--- config.mk ---
export PLATFORM = sky130hd
export DESIGN_NAME = muldiv_hilo_unit
export DESIGN_NICKNAME = d
export VERILOG_FILES = /design/src/rtl/muldiv_hilo_unit.sv
export SDC_FILE = /design/constraint.sdc
export NUM_CORES = 2
export LEC_CHECK = 0
export ABC_AREA = 1
export ABC_CLOCK_PERIOD_IN_PS = 10600
export CORE_MARGIN = 1.5
export CORE_UTILIZATION = 45
export DETAILED_ROUTE_END_ITERATION = 16
export PLACE_DENSITY_LB_ADDON = 0.08
export SYNTH_ARGS = -nofsm -noshare
export SYNTH_HDL_FRONTEND = slang
export SYNTH_SLANG_ARGS = --single-unit
export TNS_END_PERCENT = 30
--- constraint.sdc ---
create_clock -name clk -period 10.6 [get_ports clk]
set_input_delay 1.59 -clock clk [delete_from_list [all_inputs] [get_ports clk]]
set_output_delay 1.59 -clock clk [all_outputs]
set_load 0.005 [all_outputs]
--- src/rtl/muldiv_hilo_unit.sv ---
// Execute-stage HI/LO unit: pipelined-latency multiply, radix-2 restoring divide,
// MTHI/MTLO writes, and a combinational stall for the pipeline.
module muldiv_hilo_unit #(
  parameter int unsigned MUL_LAT = 2
) (
  input  logic        clk,
  input  logic        rst,
  input  logic        flush,
  input  logic        start,
  input  logic [5:0]  op,
  input  logic [31:0] src_a,
  input  logic [31:0] src_b,
  output logic        busy,
  output logic        done,
  output logic [31:0] hi,
  output logic [31:0] lo
);

  localparam logic [5:0] ALU_MTHI  = 6'h11;
  localparam logic [5:0] ALU_MTLO  = 6'h13;
  localparam logic [5:0] ALU_MULT  = 6'h18;
  localparam logic [5:0] ALU_MULTU = 6'h19;
  localparam logic [5:0] ALU_DIV   = 6'h1A;
  localparam logic [5:0] ALU_DIVU  = 6'h1B;

  typedef enum logic [1:0] {IDLE, MUL, DIV, FIX} state_t;

  state_t      state_q, state_d;
  logic [31:0] hi_q, lo_q;
  logic        done_q;
  logic [4:0]  cnt_q;
  logic [31:0] a_q, b_q;
  logic        sgn_q;
  logic [31:0] rem_q, quo_q, dvs_q;

  logic        is_mul, is_div, accept;
  logic [31:0] a_mag, b_mag;
  logic [63:0] ma, mb, prod;
  logic [32:0] shifted;
  logic        ge;
  logic [31:0] diff, rem_step, quo_step;
  logic        a_neg, b_neg;
  logic [31:0] q_fix, r_fix;

  assign is_mul = (op == ALU_MULT) || (op == ALU_MULTU);
  assign is_div = (op == ALU_DIV)  || (op == ALU_DIVU);
  assign accept = (state_q == IDLE) && start && !flush && (is_mul || is_div);
  assign busy   = !rst && (accept || (state_q != IDLE));
  assign done   = done_q;
  assign hi     = hi_q;
  assign lo     = lo_q;

  // Operand magnitudes for the divider; signed-ness only matters for DIV.
  assign a_mag = ((op == ALU_DIV) && src_a[31]) ? (32'd0 - src_a) : src_a;
  assign b_mag = ((op == ALU_DIV) && src_b[31]) ? (32'd0 - src_b) : src_b;

  assign a_neg = sgn_q & a_q[31];
  assign b_neg = sgn_q & b_q[31];

  assign ma   = {{32{a_neg}}, a_q};
  assign mb   = {{32{b_neg}}, b_q};
  assign prod = ma * mb;

  // Restoring step: remainder stays below the divisor, so a 32-bit difference suffices.
  assign shifted  = {rem_q, quo_q[31]};
  assign ge       = shifted >= {1'b0, dvs_q};
  assign diff     = shifted[31:0] - dvs_q;
  assign rem_step = ge ? diff : shifted[31:0];
  assign quo_step = {quo_q[30:0], ge};

  assign q_fix = (a_neg ^ b_neg) ? (32'd0 - quo_q) : quo_q;
  assign r_fix = a_neg ? (32'd0 - rem_q) : rem_q;

  always_comb begin
    state_d = state_q;
    if (flush) begin
      state_d = IDLE;
    end else begin
      unique case (state_q)
        IDLE: if (accept) state_d = is_mul ? MUL : DIV;
        MUL:  if (cnt_q == '0) state_d = IDLE;
        DIV:  if (cnt_q == '0) state_d = FIX;
        FIX:  state_d = IDLE;
        default: state_d = IDLE;
      endcase
    end
  end

  always_ff @(posedge clk) begin
    if (rst) begin
      state_q <= IDLE;
      hi_q    <= '0;
      lo_q    <= '0;
      done_q  <= 1'b0;
      cnt_q   <= '0;
      a_q     <= '0;
      b_q     <= '0;
      sgn_q   <= 1'b0;
      rem_q   <= '0;
      quo_q   <= '0;
      dvs_q   <= '0;
    end else begin
      state_q <= state_d;
      done_q  <= 1'b0;
      unique case (state_q)
        IDLE: begin
          if (accept) begin
            a_q   <= src_a;
            b_q   <= src_b;
            sgn_q <= (op == ALU_MULT) || (op == ALU_DIV);
            cnt_q <= is_mul ? 5'(MUL_LAT - 1) : 5'd31;
            rem_q <= '0;
            quo_q <= a_mag;
            dvs_q <= b_mag;
          end else if (start && !flush) begin
            if (op == ALU_MTHI) hi_q <= src_a;
            if (op == ALU_MTLO) lo_q <= src_a;
          end
        end
        MUL: begin
          if (!flush) begin
            if (cnt_q == '0) begin
              {hi_q, lo_q} <= prod;
              done_q       <= 1'b1;
            end else begin
              cnt_q <= cnt_q - 5'd1;
            end
          end
        end
        DIV: begin
          if (!flush) begin
            rem_q <= rem_step;
            quo_q <= quo_step;
            cnt_q <= cnt_q - 5'd1;
          end
        end
        FIX: begin
          if (!flush) begin
            if (dvs_q == '0) begin
              hi_q <= a_q;
              lo_q <= '1;
            end else begin
              hi_q <= r_fix;
              lo_q <= q_fix;
            end
            done_q <= 1'b1;
          end
        end
        default: ;
      endcase
    end
  end

endmodule

==> metrics.yaml <==
clk_latency_ns: 0.65
setup-tns-final_ns: 0
grt_max_degree: 150
fin_cells: 9273
path_clk_slew_ns: 0.07
slew_viol_final: 0
place.gp.congestion: 1.003
timing.final.crit_share_pct: 87.76
htree_levels: 1
die_h_um: 355.7
antenna_left: 0
avgSynthCellArea_um2: 7.272
design_area_mm2: 0.05995
worstSetupStartpointType: "register"
cp_num_buf_inv: 8
cts_made_buffers: 31
power_leakage_nw: 31.43
path_class: "reg2reg"
ys.flop_type: "dfxtp_1"
drt-total-wl_mm: 214.1
worstPathRequired_ns: 11.08
drive_above_1_share_pct: 3.485
cp_slowest_cell: "dfxtp_1"
cp_common_cell: "fa_1"
path_delay_family: "adder cells"
final_util_pct: 48.49
power_density_mw_per_mm2: 42.30
cts_resized: 0
clk_root_buffer_cell: "clkbuf_16"
crit_fanout: 14
seqPwrFrac_pct: 35.9
grt_usage_pct: 34.33
synth_area_leaders: "fa_1, inv_1, nand2_1"
clkPwrFrac_pct: 44.6
drt-pass1-iter-count: 6
num-fill-cells: 12720
fp.dieW_um: 355.7
yosysTopAreaCell: "fa_1"
multi_input_area_mm2: 0.04246
synthToLayoutAreaGrowth_pct: 7.096
rsz0062_at_grt: "no"
synth_area_mm2: 0.05598
hold_violations: 0
cts_setup_buffers: 0
viasPerCell: 5.360
grt_pass1_vias: 51100
setup_viol: 0
cts_hold_buf: 0
synth_seq_area_share_pct: 8.297
final_common_cell: "inv_1"
critPathMaxStageDelay_ns: 1.04
antenna_found_initial: 7
die-area_mm2: 0.1265
start_util_pct: 45.28
cts.sinks: 232
ir_drop_v: 0.0001173
grt_pass1_wl_mm: 323.0
vias: 49700
drtIter0Drc: 4337
io_pins: 140
synth-async-reset-ratio_pct: 0
dp_hpwl_mm: 177.3
status: "completed"
finClkSkew_ns: 0.05230
regArea_mm2: 0.004649
dp_cells: 9211
ys.warnings.count: 0
synth_cell_types: 58
slew-limit-headroom_pct: 14.21
synth_edf_count: 0
final_cell_mix: "inv_1, nand2_1, fa_1"
min_path_type: "reg2reg"
yosysTopAreaCellShare_pct: 40.27
p_comb_share_pct: 19.6
ys_seq_elements: 232
worst_ep_arrival_time_ns: 9.78
grt-ovfl-total: 0
sw_frac_of_total_pct: 35.07
tightestPinTransition_ns: 1.285
fmax_mhz: 107.5
cap_violations: 0
num_rows: 129
synthesis.nets: 9151
whs_ns: 0.4760
clk_path_buf_depth: 3
cts_tree: "yes"
place_area_mm2: 0.05891
drc: 0
power_switching_uw: 889.2
port_buffers: 139
crit_path_end_kind: "register"
netlist_instances: 7698
routedWlPerCell_um: 23.09
nNetsFinal: 9060
period_minus_slack_ns: 9.302
core_area_mm2: 0.1236
p_int_mw: 1.647
==> per-stage QoR <==
stage | worst slack [ns] | total power [mW]
3_5_place_dp | 1.568 | 1.414
5_1_grt | 1.212 | 2.610
4_1_cts | 1.509 | 2.541
6_report | 1.298 | 2.536
3_3_place_gp | 1.499 | 1.413
2_1_floorplan | 3.005 | 1.198
==> tightest hold or removal path: cells and delay by family, from the launching register on <==
family / cells / cell delay, ns
AND/OR/NAND/NOR: 1 / 0.06
flip-flops: 1 / 0.31
AO/OA/AOI/OAI: 1 / 0.06
==> power groups by stage <==
stage                     Clock, mW  Combinational [mW]  Sequential, mW
after floorplan                   0               0.286           0.912
after global placement            0               0.486           0.928
after detailed placement          0               0.486           0.928
after CTS                      1.14               0.489           0.908
after global routing           1.17               0.530           0.910
final                          1.13               0.497           0.909
==> logic make-up after synthesis <==
logic type / count (synthesis) / synth area share [%]
XOR/XNOR: 49 / 0.7667
AND/OR/NAND/NOR: 2842 / 20.77
AO/OA/AOI/OAI: 860 / 8.317
flip-flops: 232 / 8.297
adder cells (fa/ha/maj): 1379 / 45.92
buffers and inverters: 2336 / 15.93
==> synth_stat cells, types with 3 or more instances <==
| master | instances |
|---|---|
| o21bai_1 | 29 |
| nand3_2 | 3 |
| nand3_1 | 344 |
| a21boi_0 | 6 |
| buf_2 | 39 |
| o21ai_1 | 18 |
| nor2_4 | 4 |
| nor2_1 | 426 |
| nor4_1 | 14 |
| a211oi_1 | 13 |
| nor2_2 | 14 |
| inv_2 | 11 |
| nand4_1 | 64 |
| nand3b_1 | 11 |
| a31oi_1 | 35 |
| inv_1 | 1930 |
| or2_2 | 7 |
| o21ai_0 | 296 |
| buf_1 | 15 |
| ha_1 | 253 |
| a21oi_1 | 404 |
| xor2_1 | 28 |
| buf_4 | 3 |
| nand2_1 | 1873 |
| o211ai_1 | 28 |
| nor3_1 | 56 |
| o31ai_1 | 6 |
| xnor2_1 | 21 |
| dfxtp_1 | 232 |
| buf_6 | 11 |
| a21o_1 | 3 |
| a21oi_2 | 10 |
| fa_1 | 1126 |
| clkbuf_1 | 324 |
| nand2_2 | 10 |
==> per-layer routing <==
| layer | track usage [%] | share of wire [%] |
|---|---|---|
| met5 | 0 | 0 |
| met4 | 12.24 | 4.1 |
| met3 | 5.024 | 7.5 |
| met2 | 56.46 | 47 |
| met1 | 46.06 | 42 |
==> registers in the layout, summed over array words and instances, names as in the netlist <==
signal and flops:
a_q 32, b_q 32, cnt_q 5, done 1, dvs_q 31, hi 32, lo 32, quo_q 32
rem_q 32, sgn_q 1, state_q 2
==> path summary, 6_finish.rpt <==
| check | to | cells past startpoint | slack [ns] | startpoint |
|---|---|---|---|---|
| setup / recovery | hi[7] | 26 | 1.30 | a_q[21] |
| hold / removal | quo_q[27] | 2 | 0.48 | quo_q[27] |
| setup reg to reg | hi[7] | 26 | 1.30 | a_q[21] |
| hold reg to reg | quo_q[27] | 2 | 0.48 | quo_q[27] |
==> final cells by class <==
cell class / count / area share (%)
tap: 1637 / 3.416
multi-input combinational: 5130 / 70.82
inverter: 1944 / 12.18
clock buffer: 38 / 1.371
clock inverter: 20 / 0.3423
antenna: 4 / 0.01670
sequential: 232 / 7.755
timing repair buffer: 268 / 4.099
Note: power is estimated with default switching activity, not from simulation.
